File: src/rtl/mem_bus_arbiter.sv
// mem_bus_arbiter
//   Shares one SRAM-like memory port between the instruction-fetch bus (ibus)
//   and the data bus (dbus). Each access goes through a req/addr_ok/data_ok
//   handshake, one at a time, data first. A single combinational stall holds
//   the pipeline until every access requested in the current step is done.
// Ports:
//   i_clk, i_resetn          clock, async active-low reset
//   i_ibus_*, o_ibus_rdata   fetch request / registered fetched word
//   i_dbus_*, o_dbus_rdata   data request / registered load data
//   o_stall                  global pipeline hold
//   o_mem_*                  request side of the memory port
//   i_mem_*                  accept, response and read data from memory
module mem_bus_arbiter #(
  parameter int ADDR_W = 32,
  parameter int DATA_W = 32
) (
  input  logic                i_clk,
  input  logic                i_resetn,
  input  logic                i_ibus_en,
  input  logic [ADDR_W-1:0]   i_ibus_addr,
  output logic [DATA_W-1:0]   o_ibus_rdata,
  input  logic                i_dbus_en,
  input  logic [DATA_W/8-1:0] i_dbus_we,
  input  logic [ADDR_W-1:0]   i_dbus_addr,
  input  logic [DATA_W-1:0]   i_dbus_wdata,
  output logic [DATA_W-1:0]   o_dbus_rdata,
  output logic                o_stall,
  output logic                o_mem_req,
  output logic                o_mem_wr,
  output logic [DATA_W/8-1:0] o_mem_wstrb,
  output logic [ADDR_W-1:0]   o_mem_addr,
  output logic [DATA_W-1:0]   o_mem_wdata,
  input  logic                i_mem_addr_ok,
  input  logic                i_mem_data_ok,
  input  logic [DATA_W-1:0]   i_mem_rdata
);

  typedef enum logic [2:0] {S_IDLE, S_D_REQ, S_D_WAIT, S_I_REQ, S_I_WAIT} state_t;

  state_t r_state, w_state_nxt;
  logic   r_i_done, r_d_done;
  logic   r_mem_req;
  logic   w_i_pend, w_d_pend;
  logic   w_i_fin, w_d_fin;
  logic   w_d_sel;

  // A bus is pending while it asks and has not completed in this step.
  assign w_i_pend = i_ibus_en & ~r_i_done;
  assign w_d_pend = i_dbus_en & ~r_d_done;
  assign o_stall  = w_i_pend | w_d_pend;

  always_comb begin
    w_state_nxt = r_state;
    w_i_fin     = 1'b0;
    w_d_fin     = 1'b0;
    case (r_state)
      S_IDLE: begin
        if (w_d_pend)      w_state_nxt = S_D_REQ;
        else if (w_i_pend) w_state_nxt = S_I_REQ;
      end
      S_D_REQ: begin
        // addr_ok and data_ok together: finish the access right here
        if (i_mem_addr_ok) begin
          if (i_mem_data_ok) begin
            w_d_fin     = 1'b1;
            w_state_nxt = w_i_pend ? S_I_REQ : S_IDLE;
          end else begin
            w_state_nxt = S_D_WAIT;
          end
        end
      end
      S_D_WAIT: begin
        if (i_mem_data_ok) begin
          w_d_fin     = 1'b1;
          w_state_nxt = w_i_pend ? S_I_REQ : S_IDLE;
        end
      end
      S_I_REQ: begin
        if (i_mem_addr_ok) begin
          if (i_mem_data_ok) begin
            w_i_fin     = 1'b1;
            w_state_nxt = S_IDLE;
          end else begin
            w_state_nxt = S_I_WAIT;
          end
        end
      end
      S_I_WAIT: begin
        if (i_mem_data_ok) begin
          w_i_fin     = 1'b1;
          w_state_nxt = S_IDLE;
        end
      end
      default: w_state_nxt = S_IDLE;
    endcase
  end

  always_ff @(posedge i_clk or negedge i_resetn) begin
    if (!i_resetn) begin
      r_state      <= S_IDLE;
      r_mem_req    <= 1'b0;
      r_i_done     <= 1'b0;
      r_d_done     <= 1'b0;
      o_ibus_rdata <= '0;
      o_dbus_rdata <= '0;
    end else begin
      r_state   <= w_state_nxt;
      // registered from next state so it is high on the first REQ cycle
      r_mem_req <= (w_state_nxt == S_D_REQ) || (w_state_nxt == S_I_REQ);
      // flags live for one pipeline step; the step ends when stall drops
      if (!o_stall) begin
        r_i_done <= 1'b0;
        r_d_done <= 1'b0;
      end else begin
        if (w_i_fin) r_i_done <= 1'b1;
        if (w_d_fin) r_d_done <= 1'b1;
      end
      if (w_i_fin)               o_ibus_rdata <= i_mem_rdata;
      if (w_d_fin && ~|i_dbus_we) o_dbus_rdata <= i_mem_rdata;
    end
  end

  // Request fields come straight from the held bus inputs, so they stay
  // stable for as long as the request is waiting for addr_ok.
  assign w_d_sel     = (r_state == S_D_REQ);
  assign o_mem_req   = r_mem_req;
  assign o_mem_wr    = w_d_sel & (|i_dbus_we);
  assign o_mem_wstrb = w_d_sel ? i_dbus_we : '0;
  assign o_mem_addr  = w_d_sel ? i_dbus_addr : i_ibus_addr;
  assign o_mem_wdata = i_dbus_wdata;

endmodule

File: config.mk
export PLATFORM = sky130hd
export DESIGN_NAME = mem_bus_arbiter
export DESIGN_NICKNAME = d
export VERILOG_FILES = /design/src/rtl/mem_bus_arbiter.sv
export SDC_FILE = /design/constraint.sdc
export NUM_CORES = 1
export LEC_CHECK = 0
export CAP_MARGIN = 5
export CORE_MARGIN = 1
export CORE_UTILIZATION = 30
export DETAILED_ROUTE_END_ITERATION = 10
export PLACE_DENSITY = 0.77
export SKIP_CTS_REPAIR_TIMING = 1
export SLEW_MARGIN = 30
export SYNTH_ARGS = -nofsm -noshare
export SYNTH_HDL_FRONTEND = slang
export SYNTH_SLANG_ARGS = --single-unit
File: constraint.sdc
create_clock -name i_clk -period 3.2 [get_ports i_clk]
set_input_delay 0.96 -clock i_clk [delete_from_list [all_inputs] [get_ports i_clk]]
set_output_delay 0.96 -clock i_clk [all_outputs]
set_load 0.01 [all_outputs]
==> results of run 1 <==
==> power by group through the flow <==
stage / Combinational (mW) / Clock [mW] / Sequential [mW]
after global placement: 2.63 / 0 / 1.58
final: 2.74 / 1.02 / 1.58
after global routing: 2.90 / 1.08 / 1.64
after detailed placement: 2.69 / 0 / 1.60
after CTS: 2.71 / 1.05 / 1.60
after floorplan: 1.14 / 0 / 1.74
==> synth_stat cells <==
| library cell | n | area [sq um] |
|---|---|---|
| sky130_fd_sc_hd__dfrtp_1 | 70 | 1750 |
| sky130_fd_sc_hd__buf_4 | 34 | 255 |
| sky130_fd_sc_hd__o21a_1 | 1 | 7.51 |
| sky130_fd_sc_hd__inv_1 | 3 | 11.3 |
| sky130_fd_sc_hd__a21oi_2 | 1 | 8.76 |
| sky130_fd_sc_hd__a32oi_1 | 1 | 8.76 |
| sky130_fd_sc_hd__nor2b_4 | 1 | 13.8 |
| sky130_fd_sc_hd__mux2_4 | 39 | 586 |
| sky130_fd_sc_hd__a21oi_1 | 3 | 15.0 |
| sky130_fd_sc_hd__nand2b_1 | 4 | 25.0 |
| sky130_fd_sc_hd__xor2_1 | 1 | 8.76 |
| sky130_fd_sc_hd__nor2b_1 | 2 | 12.5 |
| sky130_fd_sc_hd__nand3_1 | 2 | 10.0 |
| sky130_fd_sc_hd__a22oi_1 | 1 | 7.51 |
| sky130_fd_sc_hd__nor2_2 | 1 | 6.26 |
| sky130_fd_sc_hd__buf_6 | 5 | 56.3 |
| sky130_fd_sc_hd__buf_2 | 3 | 15.0 |
| sky130_fd_sc_hd__nand3b_1 | 2 | 15.0 |
| sky130_fd_sc_hd__a21boi_0 | 1 | 7.51 |
| sky130_fd_sc_hd__o21ai_0 | 3 | 15.0 |
| sky130_fd_sc_hd__and2_1 | 4 | 25.0 |
| sky130_fd_sc_hd__nor4_1 | 1 | 6.26 |
| sky130_fd_sc_hd__mux2_1 | 2 | 22.5 |
| sky130_fd_sc_hd__nand2_2 | 1 | 6.26 |
| sky130_fd_sc_hd__buf_12 | 3 | 60.1 |
| sky130_fd_sc_hd__nor2_1 | 1 | 3.75 |
| sky130_fd_sc_hd__nand4_1 | 1 | 6.26 |
| sky130_fd_sc_hd__mux2_2 | 55 | 619 |
==> through the flow <==
step | utilization | setup WS, ns | instance area [sq um] | hold WS, ns | setup TNS (ns)
6_report | 0.514 | 0.0541 | 5920 | 0.505 | 0
5_1_grt | 0.514 | -0.00788 | 5920 | 0.525 | -0.00788
4_1_cts | 0.509 | -0.110 | 5860 | 0.505 | -1.82
3_5_place_dp | 0.482 | -0.0985 | 5550 | 0.491 | -0.185
3_3_place_gp | 0.482 | -0.0848 | 5550 | 0.473 | -0.146
2_1_floorplan | - | 0.777 | 3590 | 0.472 | 0
==> final cells by class <==
| type | count | area [sq um] | share of cell area |
|---|---|---|---|
| flip-flops and latches | 70 | 1750 | 0.296 |
| clock buffers | 11 | 253 | 0.0427 |
| well taps | 143 | 179 | 0.0302 |
| multi-input cells | 128 | 1460 | 0.247 |
| repair buffers | 217 | 2200 | 0.372 |
| inverters | 3 | 11.3 | 0.00190 |
| clock inverters | 5 | 56.3 | 0.00951 |
==> metal layers <==
layer / share of wire / routed length, um / vias up
met2: 0.52 / 5150 / 120
met5: 0 / 0 / -
met4: 0.014 / 134 / 0
met1: 0.39 / 3800 / 1270
li1: - / - / 1189
met3: 0.077 / 755 / 19
==> state kept, by name (all words and copies together), names as in the netlist <==
name / cells
o_ibus_rdata: 32
r_i_done: 1
r_d_done: 1
r_state: 3
o_dbus_rdata: 32
o_mem_req: 1
==> logic make-up (layout without fill, tap and decap cells) <==
kind of cell    after synthesis  in the layout
compound gates               11             11
simple gates                 20             20
xor+xnor                      1              1
mux                          96             96
buf+inv                      48            236
flops                        70             70
==> critical path, delay by kind of cell <==
family                 cells  cell delay [ns]
AND/OR/NAND/NOR            1             0.15
buffers and inverters      2             1.07
==> path summary, 6_finish.rpt <==
path / start / endpoint / slack [ns]
hold / removal: o_dbus_rdata[2] / o_dbus_rdata[2] / 0.51
max in group asynchronous: i_resetn / o_dbus_rdata[0] / 1.84
min in group asynchronous: i_resetn / o_ibus_rdata[16] / 0.69
setup / recovery: i_dbus_we[3] / o_mem_wstrb[3] / 0.05
hold reg to reg: o_dbus_rdata[2] / o_dbus_rdata[2] / 0.51
setup reg to reg: r_state[1] / o_ibus_rdata[0] / 1.41
==> results.json, run 1 <==
{
  "result_of_the_run": "finished, violations left",
  "failed_checks": "DRC",
  "critical_path.endpoint_type": "output port",
  "synth-adder-area-share": 0,
  "floorplan.initialDensity": 0.311,
  "critical-path-max-stage-delay_ns": 0.54,
  "grt_antenna_before_repair": 0,
  "drtPass1Iterations": 7,
  "cp-start-kind": "primary input",
  "layout_commonest_cell": "sky130_fd_sc_hd__clkdlybuf4s50_1",
  "dp.cells": 559,
  "buffer_ports.inserted": 208,
  "yosys_register_bits": 70,
  "net_switching_power_figure_mw": 1.57,
  "critical_path.slowest_cell": "sky130_fd_sc_hd__clkdlybuf4s50_1",
  "wl_per_cell_um": 17.1,
  "critPathMostFrequentCell": "sky130_fd_sc_hd__clkdlybuf4s50_1",
  "worst-r2r-cell-count": 5,
  "grt_max_degree": 39,
  "yosysSeqAreaShare": 0.488,
  "post_synth_mux_area_share": 0.342,
  "layout.cells.most_common_list": "sky130_fd_sc_hd__clkdlybuf4s50_1, sky130_fd_sc_hd__dfrtp_1, sky130_fd_sc_hd__mux2_2, sky130_fd_sc_hd__mux2_4, sky130_fd_sc_hd__clkbuf_16",
  "clock_power_share": 0.191,
  "floorplan.core_area_sq_mm": 0.0115,
  "area_growth_syn_to_layout_pct": 65.1,
  "vias_per_cell": 4.50,
  "fin_crit_sh": 0.983,
  "switching_share": 0.294,
  "num-nets-final": 567,
  "timing.critical_path.required_ns": 2.24,
  "pin_count": 273,
  "detail_route.iter0.violations": 95,
  "die_span_x_um": 111,
  "power_density_mw_per_mm2": 903,
  "skew_pair_late_insertion_delay_ns": 0.33,
  "gr-usage-met1": 0.170,
  "design_power_total_mw": 5.34,
  "timing.final.crit_period_ns": 3.15,
  "yosys.area_share.xor_xnor": 0.00244,
  "clock_tree_from_tritoncts": "done",
  "antenna_cells": 0,
  "final_antenna_net_count": 0,
  "timing.clock.skew_ns": 0.00528,
  "grt_pass1_vias": 2844,
  "remaining_drc_errors": 34,
  "critical_path_arrival_ns": 2.19,
  "power.leakage_nw": 2.63,
  "least_margin_pin_slew_ns": 0.754,
  "dominant_combinational_cell_family_by_area_after_synthesis": "multiplexers",
  "max_freq_mhz": 318,
  "routed_wl_um": 9840,
  "synth_area_sq_mm": 0.00359,
  "globalRouteTotalUtil": 0.157,
  "fraction_of_the_mapped_netlist_area_in_simple_logic_gates": 0.0363,
  "root_buffer_selected_by_cts": "sky130_fd_sc_hd__clkbuf_16",
  "fin_cells": 577,
  "clk_pin_slew_ns": 0.05,
  "nets_in_the_synthesized_netlist": 384,
  "power.share.sequential": 0.296,
  "ys_warn_count": 0,
  "p_comb_frac": 0.513,
  "finalWeightedCongestion": 0.682,
  "hold_class": "flop to flop",
  "finalHoldViolCount": 0,
  "die_area_sq_mm": 0.0124,
  "std_cell_rows": 39,
  "syn_avg_cell_area_sq_um": 14.6,
  "worst_hold_path.num_cells": 1,
  "global_route.peak_usage_layer": "met2",
  "crit_path_cell_trace": "clkdlybuf4s50_1 > and2_1 > clkdlybuf4s50_1",
  "grt_overflow_total": 0,
  "crit_type": "primary input to output port",
  "peak_ir_drop_on_the_vdd_network_v": 0.000503,
  "critical_path_peak_fanout": 2,
  "synthesized_netlist_cell_count": 246,
  "final_setup_violation_count": 0,
  "grt_use_met3": 0.0588,
  "final_layout_size_suffix_gt1_frac": 0.297,
  "num-fill-cells": 989,
  "hpwl_um": 7250,
  "groute.layer.met2.usage": 0.279,
  "synth-compound-area-share": 0.0195,
  "tritoncts.num_buffers": 9,
  "slew_headroom": 0.498,
  "dieHeight_um": 111,
  "dr_total_vias": 2598,
  "grt_first_pass_wirelength_um": 15300,
  "cell_internal_pwr_mw": 3.77,
  "timing.max_cap.violations": 0,
  "yosys.cell_types.count": 28,
  "slew_violations": 0,
  "clockBufferDepth": 2,
  "cts_sinks": 70,
  "cts_max_level": 3
}
No activity file was read; power rests on OpenSTA's default activity.
==> run 2: changes to the inputs <==
--- a/config.mk
+++ b/config.mk
@@ -10,6 +10,7 @@
 export CORE_UTILIZATION = 30
 export DETAILED_ROUTE_END_ITERATION = 10
 export PLACE_DENSITY = 0.77
+export SETUP_SLACK_MARGIN = 0.4
 export SKIP_CTS_REPAIR_TIMING = 1
 export SLEW_MARGIN = 30
 export SYNTH_ARGS = -nofsm -noshare
==> constraint.sdc (replaced) <==
create_clock -name i_clk -period 3.59 [get_ports i_clk]
set_input_delay 1.077 -clock i_clk [delete_from_list [all_inputs] [get_ports i_clk]]
set_output_delay 1.077 -clock i_clk [all_outputs]
set_load 0.01 [all_outputs]
==> run 2 against run 1 <==
Against the previous run: the run still ends with DRC left; routed wire length is essentially flat; count of clock-buffer cells in the layout decreased by 2; clock skew increased by 0.0034 ns; sequential share of layout area is 0.47 points lower; die area did not move; largest power group unchanged; non-clock buffer count did not move; first-iteration DRC count decreased by 7.4%; clock power down 13%; cell count unchanged; critical path depth up 1; hold slack worse by 0.014 ns; core utilization up 0.84 points; largest cell class unchanged.
==> results.json, run 2 (same netlist as run 1, synthesis figures left out) <==
{
  "fin_crit_sh": 0.880,
  "timing.hold.worst.start": "o_dbus_rdata[17]",
  "timing.critical_path.required_ns": 2.51,
  "detail_route.iter0.violations": 88,
  "r2r_setup_slack_ns": 1.61,
  "hold_class": "flop to flop",
  "dieHeight_um": 111,
  "pin_count": 273,
  "die_span_x_um": 111,
  "dr_total_vias": 2593,
  "wl_per_cell_um": 17.1,
  "layout_commonest_cell": "sky130_fd_sc_hd__clkdlybuf4s50_1",
  "final_layout_size_suffix_gt1_frac": 0.297,
  "floorplan.core_area_sq_mm": 0.0115,
  "clk_pin_slew_ns": 0.06,
  "drtPass1Iterations": 7,
  "layout_top_registers": "o_dbus_rdata (32), o_ibus_rdata (32), r_state (3)",
  "peak_ir_drop_on_the_vdd_network_v": 0.000364,
  "skew_pair_late_insertion_delay_ns": 0.32,
  "max_freq_mhz": 316,
  "floorplan.initialDensity": 0.311,
  "result_of_the_run": "finished, violations left",
  "failed_checks": "DRC",
  "buffer_ports.inserted": 208,
  "grt_first_pass_wirelength_um": 15200,
  "crit_type": "primary input to output port",
  "die_area_sq_mm": 0.0124,
  "cts_max_level": 3,
  "layout.cells.most_common_list": "sky130_fd_sc_hd__clkdlybuf4s50_1, sky130_fd_sc_hd__dfrtp_1, sky130_fd_sc_hd__mux2_2, sky130_fd_sc_hd__mux2_4, sky130_fd_sc_hd__dlymetal6s2s_1",
  "critical_path_peak_fanout": 2,
  "final_antenna_net_count": 0,
  "slew_headroom": 0.488,
  "finalWeightedCongestion": 0.681,
  "power_density_mw_per_mm2": 783,
  "num-fill-cells": 982,
  "grt_pass1_vias": 2798,
  "tritoncts.num_buffers": 9,
  "globalRouteTotalUtil": 0.155,
  "area_growth_syn_to_layout_pct": 67.8,
  "cp-start-kind": "primary input",
  "antenna_cells": 0,
  "grt_antenna_before_repair": 0,
  "grt_max_degree": 39,
  "grt_overflow_total": 0,
  "slew_violations": 0,
  "hpwl_um": 7180,
  "timing.final.ws_setup_ns": 0.429,
  "timing.max_cap.violations": 0,
  "root_buffer_selected_by_cts": "sky130_fd_sc_hd__clkbuf_16",
  "clock_tree_from_tritoncts": "done",
  "reg2reg_from": "r_state[1]",
  "least_margin_pin_slew_ns": 0.768,
  "cts_sinks": 70,
  "critical_path_arrival_ns": 2.08,
  "timing.final.crit_period_ns": 3.16,
  "setup_tns_ns": 0,
  "power.leakage_nw": 2.97,
  "timing.clock.skew_ns": 0.00867,
  "finalHoldViolCount": 0,
  "placement.setup.worst_slack_ns": 0.00302,
  "vias_per_cell": 4.49,
  "grt_setup_unrepaired": "no",
  "final_setup_violation_count": 0,
  "num-nets-final": 567,
  "routed_wl_um": 9840,
  "std_cell_rows": 39,
  "remaining_drc_errors": 34,
  "clockBufferDepth": 2,
  "source_of_the_critical_timing_path": "i_dbus_we[0]",
  "critical_path.endpoint_type": "output port"
}
run 2: power by group:
| group | total [mW] | leakage [nW] | internal (mW) | switching (mW) |
|---|---|---|---|---|
| Combinational | 2.40 | 1.94 | 1.57 | 0.829 |
| Sequential | 1.42 | 0.879 | 1.18 | 0.237 |
| Clock | 0.887 | 0.147 | 0.545 | 0.343 |
| Total | 4.71 | 2.97 | 3.30 | 1.41 |
run 2: critical path: stages:
cell                              delay [ns]
sky130_fd_sc_hd__clkdlybuf4s50_1        0.46
sky130_fd_sc_hd__nor4_4                 0.28
sky130_fd_sc_hd__nor2b_1                0.08
sky130_fd_sc_hd__dlymetal6s2s_1         0.18
run 2: path summary, 6_finish.rpt:
path                                     to  cells after the start
min in group asynchronous  o_ibus_rdata[16]                      1
max in group asynchronous   o_dbus_rdata[0]                      2
setup reg to reg           o_dbus_rdata[23]                      5
hold reg to reg            o_dbus_rdata[17]                      1
setup / recovery                   o_mem_wr                      4
hold / removal             o_dbus_rdata[17]                      1
run 2: area by class of cell:
type	instances	area [sq um]	area share
Clock buffer	9	225	0.0374
Clock inverter	7	77.6	0.0129
Inverter	3	11.3	0.00187
Multi-Input combinational cell	128	1460	0.243
Sequential cell	70	1750	0.292
Tap cell	143	179	0.0297
Timing Repair Buffer	217	2310	0.384
run 2: routing by layer:
metal / vias to the layer above / global-route usage / wire length (um)
met5: - / 0 / 0
met4: 0 / 0.0441 / 82
met3: 16 / 0.0523 / 647
met2: 103 / 0.275 / 5130
met1: 1279 / 0.179 / 3980
li1: 1195 / - / -
run 2: through the flow:
stage / hold slack (ns) / instances / instance area [sq um] / total power, mW / util
after floorplan: 0.472 / 246 / 3590 / 2.57 / -
after global placement: 0.473 / 558 / 5560 / 3.76 / 0.482
after detailed placement: 0.485 / 558 / 5560 / 3.82 / 0.482
after CTS: 0.499 / 574 / 5860 / 4.75 / 0.509
after global routing: 0.511 / 577 / 6020 / 4.96 / 0.522
final: 0.491 / 577 / 6020 / 4.71 / 0.522
==> run 3: changes to the inputs <==
--- a/config.mk
+++ b/config.mk
@@ -6,10 +6,12 @@
 export NUM_CORES = 1
 export LEC_CHECK = 0
 export CAP_MARGIN = 5
+export CORE_ASPECT_RATIO = 0.5
 export CORE_MARGIN = 1
 export CORE_UTILIZATION = 30
 export DETAILED_ROUTE_END_ITERATION = 10
-export PLACE_DENSITY = 0.77
+export PLACE_DENSITY = 0.72
+export REMOVE_ABC_BUFFERS = 1
 export SETUP_SLACK_MARGIN = 0.4
 export SKIP_CTS_REPAIR_TIMING = 1
 export SLEW_MARGIN = 30
==> run 3 against run 2 <==
Against the previous run: the run now ends clean; cell count grew 2.9%; die area grew 0.22%; sequential share of layout area shrank 0.19 points; fmax shrank 3.0%; final area grew 0.64%; largest power group unchanged.
==> results.json, run 3 (same netlist as run 1, synthesis figures left out) <==
{
  "detail_route.iter0.violations": 114,
  "pin_count": 273,
  "placement.setup.worst_slack_ns": 0.0348,
  "final_antenna_net_count": 0,
  "result_of_the_run": "finished clean",
  "power_density_mw_per_mm2": 801,
  "regArea_sq_mm": 0.00175,
  "buffer_ports.inserted": 208,
  "final_setup_violation_count": 0,
  "grt_max_degree": 38,
  "remaining_drc_errors": 0,
  "floorplan.initialDensity": 0.317,
  "r2r_setup_slack_ns": 1.75,
  "critical_path_peak_fanout": 2,
  "timing.final.ws_setup_ns": 0.333,
  "critical-path-max-stage-delay_ns": 0.43,
  "grt_overflow_total": 0,
  "worst-r2r-cell-count": 5,
  "die_area_sq_mm": 0.0124,
  "path_buf_inv": 3,
  "antenna_cells": 0,
  "clock_tree_from_tritoncts": "done",
  "area_growth_syn_to_layout_pct": 68.8,
  "wl_per_cell_um": 18.8,
  "tritoncts.num_buffers": 9,
  "critical_path.endpoint_type": "output port",
  "layout_top_registers": "o_dbus_rdata (32), o_ibus_rdata (32), r_state (3)",
  "final_layout_size_suffix_gt1_frac": 0.299,
  "cts_sinks": 70,
  "least_margin_pin_slew_ns": 0.523,
  "crit_type": "primary input to output port",
  "peak_ir_drop_on_the_vdd_network_v": 0.000294,
  "globalRouteTotalUtil": 0.175,
  "floorplan.core_area_sq_mm": 0.0113,
  "grt_antenna_before_repair": 0,
  "finalHoldViolCount": 0,
  "design_power_total_mw": 4.85,
  "vias_per_cell": 4.45,
  "worst_hold_path.num_cells": 1,
  "hold_path_end": "o_dbus_rdata[17]",
  "die_span_x_um": 157,
  "critical_path.slowest_cell": "sky130_fd_sc_hd__clkdlybuf4s50_1",
  "clk_pin_slew_ns": 0.06,
  "reg2reg_from": "r_state[1]",
  "fin_cells": 594,
  "timing.clock.skew_ns": 0.00564,
  "skew_pair_late_insertion_delay_ns": 0.33,
  "cp-start-kind": "primary input",
  "timing.final.crit_period_ns": 3.26,
  "drtPass1Iterations": 4,
  "critical_path_arrival_ns": 2.18,
  "layout_commonest_cell": "sky130_fd_sc_hd__clkdlybuf4s50_1",
  "hpwl_um": 8260,
  "slew_violations": 0,
  "timing.max_cap.violations": 0,
  "clockBufferDepth": 2,
  "finalWeightedCongestion": 0.774,
  "routed_wl_um": 11200,
  "critical_path.top_delay_family": "buffers and inverters",
  "fin_crit_sh": 0.907,
  "num-nets-final": 568,
  "cts_max_level": 3,
  "std_cell_rows": 27,
  "dp.cells": 575,
  "dieHeight_um": 79.3,
  "grt_first_pass_wirelength_um": 16000,
  "area_taken_by_multi_input_logic_gates_sq_mm": 0.00145,
  "max_freq_mhz": 307,
  "grt_pass1_vias": 2681,
  "slew_headroom": 0.651,
  "dr_total_vias": 2641,
  "crit_path_cell_trace": "clkdlybuf4s50_1 > nor4_2 > buf_4 > nor2b_1 > dlymetal6s2s_1",
  "grt_setup_unrepaired": "yes",
  "num-fill-cells": 969,
  "power.leakage_nw": 2.99,
  "timing.hold.worst.start": "o_dbus_rdata[17]",
  "r2r_end": "o_dbus_rdata[19]",
  "root_buffer_selected_by_cts": "sky130_fd_sc_hd__clkbuf_16",
  "timing.critical_path.required_ns": 2.51,
  "layout.cells.most_common_list": "sky130_fd_sc_hd__clkdlybuf4s50_1, sky130_fd_sc_hd__dfrtp_1, sky130_fd_sc_hd__mux2_2, sky130_fd_sc_hd__mux2_4, sky130_fd_sc_hd__dlymetal6s2s_1",
  "hold_class": "flop to flop"
}
## run 3: cell count changes in the layout (fill, tap and decap cells not counted), sizes merged
cell / change
buf: +1
bufinv: +2
inv: -3
clkinvlp: +1
## run 3: worst max-delay path by stage
stage,start,endpoint,slack [ns],depth (start not counted)
after floorplan,r_state[0],o_mem_addr[0],-0.13,3
after global placement,i_dbus_we[2],o_mem_wr,0.05,5
after detailed placement,i_dbus_we[2],o_mem_wr,0.03,5
after CTS,i_dbus_we[2],o_mem_wr,0.01,5
after global routing,i_dbus_we[3],o_mem_wr,0.27,5
final,i_dbus_we[3],o_mem_wr,0.33,5
## run 3: report_power, final
part           total [mW]  switching [mW]  internal (mW)  leakage [nW]
combinational        2.42           0.846           1.58          1.95
clock                1.02           0.338          0.680         0.162
sequential           1.41           0.224           1.18         0.879
total                4.85            1.41           3.44          2.99
## run 3: through the flow
stage | util | area [sq um] | setup TNS (ns) | hold WS, ns
after floorplan | - | 3200 | -4.05 | 0.472
after global placement | 0.491 | 5560 | 0 | 0.476
after detailed placement | 0.491 | 5560 | 0 | 0.486
after CTS | 0.522 | 5910 | 0 | 0.499
after global routing | 0.535 | 6050 | 0 | 0.519
final | 0.535 | 6050 | 0 | 0.497
## run 3: layout make-up
class / count / share of cell area
clock inverter: 7 / 0.0203
multi-input combinational: 128 / 0.240
clock buffer: 9 / 0.0372
sequential: 70 / 0.290
inverter: 3 / 0.00186
tap: 159 / 0.0329
timing repair buffer: 218 / 0.378
## run 3: per-layer routing
layer | track usage | part of all wire | vias up
met3 | 0.0857 | 0.083 | 6
met5 | 0.0173 | 0 | -
met2 | 0.279 | 0.48 | 116
met4 | 0.0235 | 0.0045 | 0
met1 | 0.217 | 0.43 | 1322
li1 | - | - | 1197
==> edit 1: new RTL, flow settings as in run 3 <==
Change the parameter `ADDR_W` from 32 to 36.
--- a/src/rtl/mem_bus_arbiter.sv
+++ b/src/rtl/mem_bus_arbiter.sv
@@ -12,5 +12,5 @@
 //   i_mem_*                  accept, response and read data from memory
 module mem_bus_arbiter #(
-  parameter int ADDR_W = 32,
+  parameter int ADDR_W = 36,
   parameter int DATA_W = 32
 ) (
Ports: changed (resized i_dbus_addr, i_ibus_addr and o_mem_addr); port bits go from 273 to 285. The function was not compared with the original's and may differ.
==> edit 1 against run 3 <==
Sequential cell count is the same. Largest power group unchanged. Synthesized area fell by 4.1%. Cell area grew 1.3%. Total power down 1.9%. Worst setup slack lost 0.20 ns. Combinational power hardly changed. Critical path depth fell by 1. Routed wire length grew 2.0%. Die area shrank 4.0%.
==> edit 1: results (changes against run 3) <==
Skew-Pair Late Insertion Delay -> 0.33 ns (about the same)
Distinct cells, synth -> 26 (-7.1%)
Reg clk slew, reported paths -> 0.05 ns
VDD IR max -> 0.355 mV (+21%)
Post-Place Setup Slack -> -0.154 ns (-0.189 ns)
routed via count -> 2,761 (+4.5%)
Switching Share -> 0.297 (+0.00639)
Regs by FF count -> o_dbus_rdata x32, o_ibus_rdata x32, r_state x3
status -> completed
CTS max path bufs -> 2 (unchanged)
# diodes -> 0 (unchanged)
final WL -> 11,400 um (+2.0%)
Synth Flop Type -> dfrtp_1
Synth area leaders -> dfrtp_1 (51%), mux2_2 (30%), buf_4 (7.4%), mux2_1 (2.3%), buf_6 (0.98%)
synth cell count leaders -> mux2_2 (93), dfrtp_1 (70), buf_4 (34), mux2_1 (7), buf_2 (6)
Post-layout nets -> 599 (+5.5%)
Least-Margin Pin Slew -> 0.464 ns (-0.0597 ns)
Leakage -> 0.00293 uW (-2.1%)
Post-synth ARST share -> 1.00 (unchanged)
FF-to-FF setup slack -> 1.57 ns (-0.18 ns)
largest net degree at the start of global routing -> 71 (+87%)
GPL Wtd Cong -> 0.751 (-2.9%)
crit-path max FO -> 2 (unchanged)
gr usage total -> 0.188 (+0.0131)
Worst Hold Path Cells -> 1 (unchanged)
Mapped Cells -> 251 (+2.0%)
clock root buffer -> clkbuf_16
hold slack final -> 0.480 ns (-0.0170 ns)
first-pass GRT wire length -> 16,400 um (+2.3%)
final hold vios -> 0 (unchanged)
Num CTS Buffers -> 9 (unchanged)
HPWL Detailed -> 8650 um (+4.7%)
layout cells sized above 1 -> 0.295 (-0.00409)
Worst Skew -> 0.00518 ns (-0.000464 ns)
# port buffers -> 220 (+5.8%)
worst-case reg-to-reg path depth -> 5 (unchanged)
post-synthesis sequential area ratio -> 0.509 (+0.0208)
Peak Freq -> 289 MHz (-5.8%)
Hold Path Class -> flop to flop
Placed Cells -> 575 (unchanged)
WP data arrival -> 2.38 ns (+0.20 ns)
DR vias/cell -> 4.58 (+3.0%)
initial drt markers -> 118 (+3.5%)
edit 1: final timing paths:
kind / from / end
setup / recovery: i_dbus_we[2] / o_mem_wr
min in group asynchronous: i_resetn / o_dbus_rdata[19]
setup reg to reg: r_state[1] / o_ibus_rdata[9]
max in group asynchronous: i_resetn / r_state[0]
hold reg to reg: o_dbus_rdata[23] / o_dbus_rdata[23]
hold / removal: o_dbus_rdata[23] / o_dbus_rdata[23]
edit 1: worst max-delay path: stages:
cell,delay [ns]
clkdlybuf4s50_1,0.42
or4_4,0.53
and2_1,0.17
dlymetal6s2s_1,0.17
edit 1: power by group through the flow:
stage	clock network [uW]	logic [uW]	registers, uW
floorplan	0	782	1560
global placement	0	2310	1380
detailed placement	0	2330	1400
CTS	975	2340	1390
global route	1020	2540	1440
finish	949	2420	1380
edit 1: stage by stage:
stage	setup TNS (ns)	power, uW	util	cell area (sq um)
after floorplan	-11.31	2340	-	3110
after global placement	-0.141	3690	0.503	5580
after detailed placement	-0.154	3730	0.503	5580
after CTS	-0.159	4700	0.533	5900
after global routing	0	5000	0.554	6140
final	0	4750	0.554	6140
edit 1: layer usage:
layer / global-route usage / share of wire / vias to the layer above
li1: - / - / 1251
met4: 0.0830 / 0.029 / 2
met5: 0.0736 / 0.0081 / -
met1: 0.203 / 0.39 / 1344
met3: 0.102 / 0.10 / 22
met2: 0.300 / 0.47 / 142
edit 1: area by class of cell:
type	instances	area (sq um)
Fill cell	944	4940
Timing Repair Buffer	238	2510
Sequential cell	70	1750
Multi-Input combinational cell	131	1360
Clock buffer	10	239
Tap cell	145	181
Clock inverter	6	85.1
Inverter	3	11.3
edit 1: cell families after synthesis:
group,count (synthesis),synth area share
simple gates,19,0.0397
xor+xnor,1,0.00255
flops,70,0.509
buf+inv,50,0.100
mux,101,0.330
compound gates,10,0.0178
==> edit 2: new RTL, config.mk and constraints of run 3 <==
Made on the original files. Encoding of `state_t`: now Gray code (3 bits for 5 states).
--- a/src/rtl/mem_bus_arbiter.sv
+++ b/src/rtl/mem_bus_arbiter.sv
@@ -36,5 +36,5 @@
 );
 
-  typedef enum logic [2:0] {S_IDLE, S_D_REQ, S_D_WAIT, S_I_REQ, S_I_WAIT} state_t;
+  typedef enum logic [2:0] {S_IDLE = 3'b000, S_D_REQ = 3'b001, S_D_WAIT = 3'b011, S_I_REQ = 3'b010, S_I_WAIT = 3'b110} state_t;
 
   state_t r_state, w_state_nxt;
Function: same outputs for any inputs over 10 cycles, from zero or initial values and one cycle with i_resetn low; not proved beyond that.
==> edit 2 against run 3 <==
Synthesized area fell by 2.4%. Sequential power fell by 6%. Worst setup slack improved by 0.13 ns. Via count fell by 2.0%. Final cell count fell by 1.0%. Total power fell by 8.8%. Routed wire length fell by 2.9%. Cell area fell by 0.99%. Sequential cell count did not move. Fmax rose by 4.3%.
==> edit 2: results (changes against run 3) <==
WP data arrival -> 2.05 ns (-0.13 ns)
Syn. warnings -> 0 (unchanged)
gr usage total -> 0.178 (+0.00287)
R2R Path Start -> r_state[2]
CP Launch Point -> i_dbus_we[1]
Leakage -> 0.00290 uW (-3.2%)
CP max stage cell -> clkdlybuf4s50_1
routed via count -> 2,589 (-2.0%)
status -> completed
first-pass GRT wire length -> 15,900 um (-0.73%)
Final min period -> 3.12 ns (-0.133 ns)
Worst path max stage delay -> 0.45 ns (+0.02 ns)
P_comb -> 2150 uW (-11%)
R2R Path End -> o_dbus_rdata[28]
Worst Skew -> 0.00737 ns (+0.00173 ns)
GPL Wtd Cong -> 0.757 (-2.1%)
compound-gate portion of the synthesized area -> 0.0132 (-0.00631)
synth cell count leaders -> dfrtp_1 (70), mux2_2 (66), buf_4 (36), mux2_4 (30)
Synth area leaders -> dfrtp_1 (50%), mux2_2 (21%), mux2_4 (13%), buf_4 (7.7%), buf_6 (1.6%)
layout cells sized above 1 -> 0.296 (-0.00281)
post-synthesis sequential area ratio -> 0.501 (+0.0121)
Post-Place Setup Slack -> 0.0504 ns (+0.0156 ns)
Rel. slew slack -> 0.472 (-0.180)
crit path capture -> o_mem_wr
WL per Instance -> 18.5 um (-1.9%)
FF-to-FF setup slack -> 1.50 ns (-0.25 ns)
Mapped Cells -> 241 (-2.0%)
Placed Cells -> 572 (-0.52%)
Distinct cells, synth -> 25 (-11%)
Hold Path Origin -> o_ibus_rdata[29]
hold worst-path end -> o_ibus_rdata[29]
Seq pwr share -> 0.301 (+0.011)
Cell Int Power -> 3150 uW (-8.4%)
HPWL Detailed -> 8320 um (+0.78%)
Clock power frac -> 0.213 (+0.003)
initial drt markers -> 63 (-45%)
Post-layout nets -> 563 (-0.88%)
vias in the first global route -> 2,674 (-0.26%)
post-synthesis mux area share -> 0.344 (+0.00201)
DR vias/cell -> 4.40 (-0.97%)
VDD IR max -> 0.299 mV (+1.6%)
-- edit 2: changes by cell type after synthesis, moves of 4 or more --
cell,run 3,this run
mux2_4,39,30
and3_1,0,4
mux2_2,55,66
nor2_1,1,5
-- edit 2: cell families after synthesis --
kind of cell	after synthesis
mux	97
compound gates	6
buf+inv	42
simple gates	26
flops	70
-- edit 2: layout make-up --
cell class	instances	area [sq um]
clock inverters	4	70.1
flip-flops and latches	70	1750
fillers	959	5190
repair buffers	214	2260
clock buffers	11	253
inverters	1	3.75
well taps	159	199
multi-input cells	129	1450
-- edit 2: through the flow --
step                      hold WS, ns  cell area (sq um)
after floorplan                 0.456               3170
after global placement          0.476               5530
after detailed placement        0.472               5530
after CTS                       0.494               5850
after global routing            0.516               5990
final                           0.502               5990
-- edit 2: routing by layer --
layer  vias to the layer above  part of all wire  GRT usage
li1                       1187                 -          -
met1                      1267              0.38      0.189
met2                       128              0.52      0.316
met3                         7             0.093     0.0939
met4                         0            0.0070     0.0356
met5                         -                 0          0
